--- config.mk ---
export PLATFORM = sky130hd
export DESIGN_NAME = rf_wb_arbiter
export DESIGN_NICKNAME = d
export VERILOG_FILES = /design/src/rtl/npc_wb_pkg.sv /design/src/rtl/rr_arbiter.sv /design/src/rtl/rf_wb_arbiter.sv
export SDC_FILE = /design/constraint.sdc
export NUM_CORES = 1
export LEC_CHECK = 0
export BUFFER_PORTS_ARGS = -buffer_cell sky130_fd_sc_hd__buf_2
export CAP_MARGIN = 10
export CORE_MARGIN = 2
export CORE_UTILIZATION = 50
export CTS_CLUSTER_SIZE = 8
export DETAILED_ROUTE_END_ITERATION = 8
export HOLD_SLACK_MARGIN = 0.05
export PLACE_DENSITY = 0.87
export SYNTH_ARGS = -nofsm -noshare
export SYNTH_HDL_FRONTEND = slang
export SYNTH_SLANG_ARGS = --single-unit
--- constraint.sdc ---
create_clock -name clk -period 6.1 [get_ports clk]
set_clock_uncertainty 0.05 [all_clocks]
set_input_delay 0.305 -clock clk [delete_from_list [all_inputs] [get_ports clk]]
set_output_delay 0.305 -clock clk [all_outputs]
set_load 0.02 [all_outputs]
--- src/rtl/npc_wb_pkg.sv ---
// Shared write-back definitions for the NPC register-file write port.
// Holds the requester indices, the request payload type and the pointer helper.
package npc_wb_pkg;

  localparam int NREQ      = 3;
  localparam int REQ_EXU   = 0;
  localparam int REQ_LSU   = 1;
  localparam int REQ_CSR   = 2;

  localparam int WB_ADDR_W = 5;
  localparam int WB_DATA_W = 32;

  typedef struct packed {
    logic [WB_ADDR_W-1:0] addr;
    logic [WB_DATA_W-1:0] data;
  } wb_req_t;

  // Round-robin pointer moves to the requester just after the winner.
  function automatic int nextRrPtr(input int g, input int n);
    return (g + 1) % n;
  endfunction

endpackage

--- src/rtl/rr_arbiter.sv ---
// Combinational round-robin arbiter: the first valid index at or after ptr wins.
// The grant is one-hot (or all-zero when disabled or nothing is valid).
module rr_arbiter #(
  parameter int N = 3,
  localparam int PW = (N > 1) ? $clog2(N) : 1
) (
  input  logic [N-1:0]  valid_i,
  input  logic          enable_i,
  input  logic [PW-1:0] ptr_i,
  output logic [N-1:0]  grant_o,
  output logic [PW-1:0] grantIdx_o
);

  logic          found;
  logic [PW-1:0] idx;

  always_comb begin
    grant_o    = '0;
    grantIdx_o = '0;
    found      = 1'b0;
    idx        = '0;
    for (int off = 0; off < N; off++) begin
      idx = PW'((int'(ptr_i) + off) % N);
      if (enable_i && !found && valid_i[idx]) begin
        found       = 1'b1;
        grant_o[idx] = 1'b1;
        grantIdx_o  = idx;
      end
    end
  end

endmodule

--- src/rtl/rf_wb_arbiter.sv ---
// Round-robin sharing of the register-file write port between EXU, LSU and CSR.
// The winning write is staged for one cycle; x0 writes are acknowledged but dropped.
module rf_wb_arbiter #(
  parameter int ADDR_WIDTH = npc_wb_pkg::WB_ADDR_W,
  parameter int DATA_WIDTH = npc_wb_pkg::WB_DATA_W,
  parameter int NREQ       = npc_wb_pkg::NREQ
) (
  input  logic                       clk,
  input  logic                       rst,
  input  logic [NREQ-1:0]            req_valid,
  output logic [NREQ-1:0]            req_ready,
  input  logic [NREQ*ADDR_WIDTH-1:0] req_addr,
  input  logic [NREQ*DATA_WIDTH-1:0] req_data,
  input  logic                       wb_stall,
  output logic                       rf_wen,
  output logic [ADDR_WIDTH-1:0]      rf_waddr,
  output logic [DATA_WIDTH-1:0]      rf_wdata,
  output logic [1:0]                 wb_grant_id,
  output logic [31:0]                wb_commit_cnt
);

  import npc_wb_pkg::*;

  localparam int PTR_W = (NREQ > 1) ? $clog2(NREQ) : 1;

  logic [PTR_W-1:0]      rrPtr_q, rrPtr_d;
  logic [NREQ-1:0]       grant;
  logic [PTR_W-1:0]      grantIdx;
  logic                  handshake;
  logic [ADDR_WIDTH-1:0] selAddr;
  logic [DATA_WIDTH-1:0] selData;

  logic                  stageWen_q, stageWen_d;
  logic [ADDR_WIDTH-1:0] stageAddr_q, stageAddr_d;
  logic [DATA_WIDTH-1:0] stageData_q, stageData_d;
  logic [PTR_W-1:0]      stageId_q, stageId_d;
  logic [31:0]           commitCnt_q, commitCnt_d;

  rr_arbiter #(.N(NREQ)) uArb (
    .valid_i    (req_valid),
    .enable_i   (~rst & ~wb_stall),
    .ptr_i      (rrPtr_q),
    .grant_o    (grant),
    .grantIdx_o (grantIdx)
  );

  assign req_ready = grant;
  assign handshake = |(req_valid & grant);

  always_comb begin
    selAddr = '0;
    selData = '0;
    for (int i = 0; i < NREQ; i++) begin
      if (grant[i]) begin
        selAddr = req_addr[i*ADDR_WIDTH +: ADDR_WIDTH];
        selData = req_data[i*DATA_WIDTH +: DATA_WIDTH];
      end
    end
  end

  // Stage addr/data keep their last value when idle; only the enable drops.
  always_comb begin
    rrPtr_d     = rrPtr_q;
    stageWen_d  = 1'b0;
    stageAddr_d = stageAddr_q;
    stageData_d = stageData_q;
    stageId_d   = stageId_q;
    commitCnt_d = commitCnt_q + 32'(stageWen_q);
    if (handshake) begin
      rrPtr_d     = PTR_W'(nextRrPtr(int'(grantIdx), NREQ));
      stageWen_d  = (selAddr != '0);
      stageAddr_d = selAddr;
      stageData_d = selData;
      stageId_d   = grantIdx;
    end
  end

  always_ff @(posedge clk) begin
    if (rst) begin
      rrPtr_q     <= '0;
      stageWen_q  <= 1'b0;
      stageAddr_q <= '0;
      stageData_q <= '0;
      stageId_q   <= '0;
      commitCnt_q <= '0;
    end else begin
      rrPtr_q     <= rrPtr_d;
      stageWen_q  <= stageWen_d;
      stageAddr_q <= stageAddr_d;
      stageData_q <= stageData_d;
      stageId_q   <= stageId_d;
      commitCnt_q <= commitCnt_d;
    end
  end

  assign rf_wen        = stageWen_q;
  assign rf_waddr      = stageAddr_q;
  assign rf_wdata      = stageData_q;
  assign wb_grant_id   = 2'(stageId_q);
  assign wb_commit_cnt = commitCnt_q;

endmodule

==> results of run 1 <==
[path summary, 6_finish.rpt]
check	to	cells after the start	start	slack, ns
max reg2reg	rf_waddr[3]$_SDFFE_PP0P_	11	rrPtr_q[1]$_SDFFE_PP0P_	1.17
min	rf_wdata[26]$_SDFFE_PP0P_	3	req_data[90]	0.21
max	rf_waddr[3]$_SDFFE_PP0P_	11	rrPtr_q[1]$_SDFFE_PP0P_	1.17
min reg2reg	wb_grant_id[1]$_SDFFE_PP0P_	2	wb_grant_id[1]$_SDFFE_PP0P_	0.41
[kinds of logic (layout without fill, tap and decap cells)]
kind of cell,Yosys count,in the layout,synth area share
DFF,74,74,0.3637
buffers and inverters,43,217,0.05806
AOI/OAI and AO/OA,106,106,0.1985
muxes,7,7,0.01782
and+or+nand+nor,219,219,0.2866
adders and majority gates,7,7,0.02150
xor gates and xnor gates,25,25,0.05376
[tightest hold or removal path: cells and delay by family]
family	cells	cell delay, ns
buffers and inverters	1	0.09
AND/OR/NAND/NOR	1	0.09
AO/OA/AOI/OAI	1	0.07
[synth_stat cells (3+ instances only)]
library cell / count / share of area
nor2b_1: 36 / 0.055
clkbuf_1: 20 / 0.018
or3_1: 8 / 0.012
buf_2: 9 / 0.011
xor2_1: 17 / 0.037
inv_1: 4 / 0.0037
nand2_1: 28 / 0.026
buf_8: 4 / 0.015
nand2b_1: 5 / 0.0077
and4_1: 3 / 0.0065
nand3_1: 12 / 0.015
dfxtp_1: 74 / 0.36
nand4_1: 5 / 0.0077
nand3b_1: 36 / 0.066
nor2_1: 69 / 0.064
xnor2_1: 8 / 0.017
a21oi_1: 13 / 0.016
mux2i_1: 5 / 0.012
a21o_1: 4 / 0.0074
ha_1: 7 / 0.022
a221oi_1: 34 / 0.073
o31ai_1: 32 / 0.059
and3_1: 9 / 0.014
o21ai_0: 10 / 0.012
buf_4: 3 / 0.0055
[per-layer routing]
metal  global-route usage  vias up  wire (µm)
met5                    0        -          0
met2               0.4458      167       5941
li1                     -     2075          -
met4              0.09783        0        279
met1               0.2991     1993       4647
met3              0.05457       25        828
[per-stage QoR]
stage,instance area [µm²],utilization,hold WS (ns),power [µW]
after floorplan,4073,-,0.4551,613.8
after global placement,4991,0.6393,0.3871,669.1
after detailed placement,4991,0.6393,0.3982,673.8
after CTS,5161,0.6611,0.2022,1004
after global routing,5161,0.6611,0.2202,1039
final,5161,0.6611,0.2096,997.7
[cell type report]
class,instances,area (µm²)
Clock inverter,7,46.29
Tap cell,102,127.6
Sequential cell,74,1481
Inverter,5,18.77
Fill cell,685,2646
Clock buffer,9,123.9
Multi-Input combinational cell,364,2370
Timing Repair Buffer,196,993.5
[power by group]
| group | total, µW | leakage, µW | internal (µW) | switching [µW] |
|---|---|---|---|---|
| sequential | 497 | 0.000597 | 492 | 5.50 |
| clock | 334 | 0.0000810 | 146 | 188 |
| combinational | 166 | 0.00162 | 74.3 | 92.0 |
[flip-flops by register name (all words and copies together) (netlist names)]
name,count
rf_wdata,32
rf_waddr,5
rf_wen,1
rrPtr_q,2
wb_grant_id,2
wb_commit_cnt,32
==> impl_metrics.toml, run 1 <==
[run_status]
status = "finished clean"

[placed_design]
portBuffers = 191
gp_congestion = 0.9474
dp_hpwl_um = 8667
placed_cells = 741
place_ws_ns = 1.211

[finish]
antenna_cells = 0
final_common_cell = "buf_2"
drive_gt1_frac = 0.3359
final_cell_mix = "buf_2 (191), dfxtp_1 (74), nor2_1 (69), nand3b_1 (36), nor2b_1 (36)"
fin_cells = 757
fin_nets = 774
area_growth_pct = 26.73

[die]
dieHeight_um = 94.25
initial_core_util = 0.5216
rows = 32
die_x_um = 94.25
io_pins = 192
core_area_mm2 = 0.007807
die_area_mm2 = 0.008883

[synth]
ys_seq_area_frac = 0.3637
yosys_warnings = 0
syn_area_mm2 = 0.004073
synth_ff_type = "dfxtp_1"
synth_edf_count = 0
synth_seq_cells = 74
yosysUniqueCellTypes = 46
syn_area_per_cell_um2 = 8.467
syn_nets = 605
postSynthCellCount = 481
async_flop_share = 0

[routing]
ant_nets = 0
routed_wl_um = 11700
drc_errors = 0
wl_per_cell_um = 15.45
vias_per_cell = 5.627
first_pass_iters = 6
drt_iter0_drc = 215
vias = 4260

[global_routing]
grt_usage = 0.2533
grt_antenna_before_repair = 0
grt_pass1_wl_um = 17970
grt_pass1_vias = 3864
grt_max_degree = 76
overflow = 0

[sta]
relSlewSlack = 0.3037
period_minus_slack_ns = 4.930
drv_slew = 0
min_period_over_period = 0.8083
tns_ns = 0
setup_ws_ns = 1.170
fmaxAchievable_ghz = 0.2028
worstMarginPinSlew_ns = 1.038
setup_violations = 0
rsz0062_at_grt = "no"
hold_violations = 0

[worst_setup_path]
cp.arrival_ns = 5.08
crit_chain = "inv_1 -> ha_1 -> mux2_2 -> mux2_2 -> nand2_1 -> a31o_2 -> clkinv_1 -> a222oi_1 -> buf_4 -> nand3b_1 -> a21oi_1"
crit_type = "reg -> reg"
end_kind = "flip-flop"
cp-start-kind = "flip-flop"
path_buf_inv = 3
critPathMaxFanout = 53
cp_top_family = "buffers and inverters"
cp_common_cell = "mux2_2"
required_ns = 6.25
max_stage_delay_ns = 1.06
slowest_stage = "clkinv_1"

[cts]
postCtsSetupBuffers = 0
cts_tree = "yes"
cts.reportedPaths.clkPinSlew_ns = 0.08
clk_path_buf_depth = 2
postCtsHoldBufs = 0
cts-htree-levels = 3
cts-buffers-inserted = 9
clkSinkCount = 74
clk_latency_ns = 0.35
cts-root-buf = "clkbuf_8"
cts_resized = 0

[worst_hold_path]
hold_class = "in -> reg"

[pwr]
vdd.ir_drop.worst_mv = 0.09988
p_leak_uw = 0.002296
power.density_mw_per_mm2 = 193.3

[flow_run]
max_cap_viol_count = 0
Note: power is estimated with default switching activity, not from simulation.
==> inputs of run 2 (changes only) <==
CORE_UTILIZATION = 47   (was 50)
PLACE_DENSITY = 0.83   (was 0.87)
clock period = 5.15 ns   (was 6.1 ns; I/O delays follow)
==> run 2 against run 1 <==
Core utilization shrank 3.2 points. Final cell count grew 0.53%. Sequential cell count is the same. Sequential share of layout area shrank 0.33 points. Non-clock buffer count grew 1. Total power grew 28%. Wire length shrank 2.5%. Register-to-register slack gained 0.14 ns. Clock power grew 49%. Clock-buffer cell count grew 2. Combinational power grew 17%.
==> impl_metrics.toml, run 2 (same netlist as run 1, synthesis figures left out) <==
[placed_design]
gp_congestion = 0.8758
place_ws_ns = 1.324
portBuffers = 191
placed_area_mm2 = 0.005002
dp_hpwl_um = 8393

[global_routing]
grt_pass1_wl_um = 18530
overflow = 0
grt_pass1_vias = 4081
grt_max_degree = 76
grt_antenna_before_repair = 0
grt_usage = 0.2352

[worst_setup_path]
ff2ff_path_depth = 11
critPathMaxFanout = 71
r2r_slack_ns = 1.31
required_ns = 5.29
end_kind = "flip-flop"
reg2reg_from = "rrPtr_q[1]$_SDFFE_PP0P_"
crit_path_start = "rrPtr_q[1]$_SDFFE_PP0P_"
rr_endpoint = "rf_waddr[0]$_SDFFE_PP0P_"
crit_type = "reg -> reg"
cp-start-kind = "flip-flop"
cp.arrival_ns = 3.98

[sta]
min_period_over_period = 0.7450
setup_ws_ns = 1.313
tns_ns = 0
rsz0062_at_grt = "no"
hold_violations = 0
period_minus_slack_ns = 3.837
relSlewSlack = 0.4760
worstMarginPinSlew_ns = 0.7860
setup_violations = 0
fmaxAchievable_ghz = 0.2607
whs_ns = 0.1672
drv_slew = 0

[cts]
cts-root-buf = "clkbuf_8"
clk_latency_ns = 0.33
postCtsHoldBufs = 0
cts_resized = 0
cts.reportedPaths.clkPinSlew_ns = 0.09
cts-htree-levels = 3
cts-buffers-inserted = 9
clkSinkCount = 74
clk_path_buf_depth = 2
cts_tree = "yes"
postCtsSetupBuffers = 0

[die]
dieHeight_um = 97.09
rows = 33
die_x_um = 97.09
io_pins = 192
core_area_mm2 = 0.008299
die_area_mm2 = 0.009426
initial_core_util = 0.4907

[routing]
wl_per_cell_um = 14.99
routed_wl_um = 11410
ant_nets = 0
first_pass_iters = 4
vias = 4279
vias_per_cell = 5.623
m1WireLength_um = 4621
met3_length_um = 881
highest_layer = "met4"
drt_iter0_drc = 292
drc_errors = 0
dr_wl_met2_um = 5544

[run_status]
status = "finished clean"

[pwr]
p_leak_uw = 0.002330
power.density_mw_per_mm2 = 245.3
vdd.ir_drop.worst_mv = 0.1360
total_power_uw = 1281

[worst_hold_path]
min_from = "req_data[82]"
min_path_cells = 3
worst_hold_path.endpoint = "rf_wdata[18]$_SDFFE_PP0P_"
hold_class = "in -> reg"

[finish]
final_common_cell = "buf_2"
fin_area_mm2 = 0.005221
drive_gt1_frac = 0.3354
antenna_cells = 0
area_growth_pct = 28.20
final_cell_mix = "buf_2 (191), dfxtp_1 (74), nor2_1 (69), nand3b_1 (36), nor2b_1 (36)"
fin_nets = 775

[flow_run]
max_cap_viol_count = 0
==> run 2: worst max-delay path by stage <==
stage / to / cells past startpoint
global route: rf_waddr[2]$_SDFFE_PP0P_ / 11
global placement: rf_waddr[0]$_SDFFE_PP0P_ / 11
detailed placement: rf_waddr[0]$_SDFFE_PP0P_ / 11
finish: rf_waddr[0]$_SDFFE_PP0P_ / 11
CTS: rf_waddr[0]$_SDFFE_PP0P_ / 11
floorplan: rf_wdata[18]$_SDFFE_PP0P_ / 10
==> run 2: final cells by class <==
type / instances / area (µm²)
Clock inverter: 5 / 77.57
Multi-Input combinational cell: 364 / 2370
Inverter: 5 / 18.77
Timing Repair Buffer: 197 / 1001
Tap cell: 105 / 131.4
Clock buffer: 11 / 141.4
Sequential cell: 74 / 1481
Fill cell: 720 / 3078
==> run 2: metal layers <==
layer	up-vias	GRT usage
met5	-	0
met4	0	0.1105
met3	29	0.05612
met2	199	0.4017
met1	1973	0.2781
li1	2078	-
==> run 2: power breakdown <==
group / total [µW] / switching [µW] / leakage [µW] / internal, µW
logic: 195 / 107 / 0.00162 / 87.9
registers: 589 / 6.36 / 0.000597 / 583
clock network: 497 / 212 / 0.000109 / 285
==> run 2: critical path, stage by stage, from the launching register on <==
cell      delay, ns
dfxtp_1        0.35
inv_1          0.08
ha_1           0.36
mux2_2         0.37
mux2_2         0.29
nand2_1        0.07
a31o_2         0.67
clkinv_1       0.21
a222oi_1       0.32
buf_4          0.59
or3_1          0.22
a21oi_1        0.06
==> run 2: metrics by stage <==
stage	std cells	util
3_3_place_gp	745	0.6027
3_5_place_dp	745	0.6027
6_report	761	0.6291
4_1_cts	761	0.6291
2_1_floorplan	481	-
5_1_grt	761	0.6291
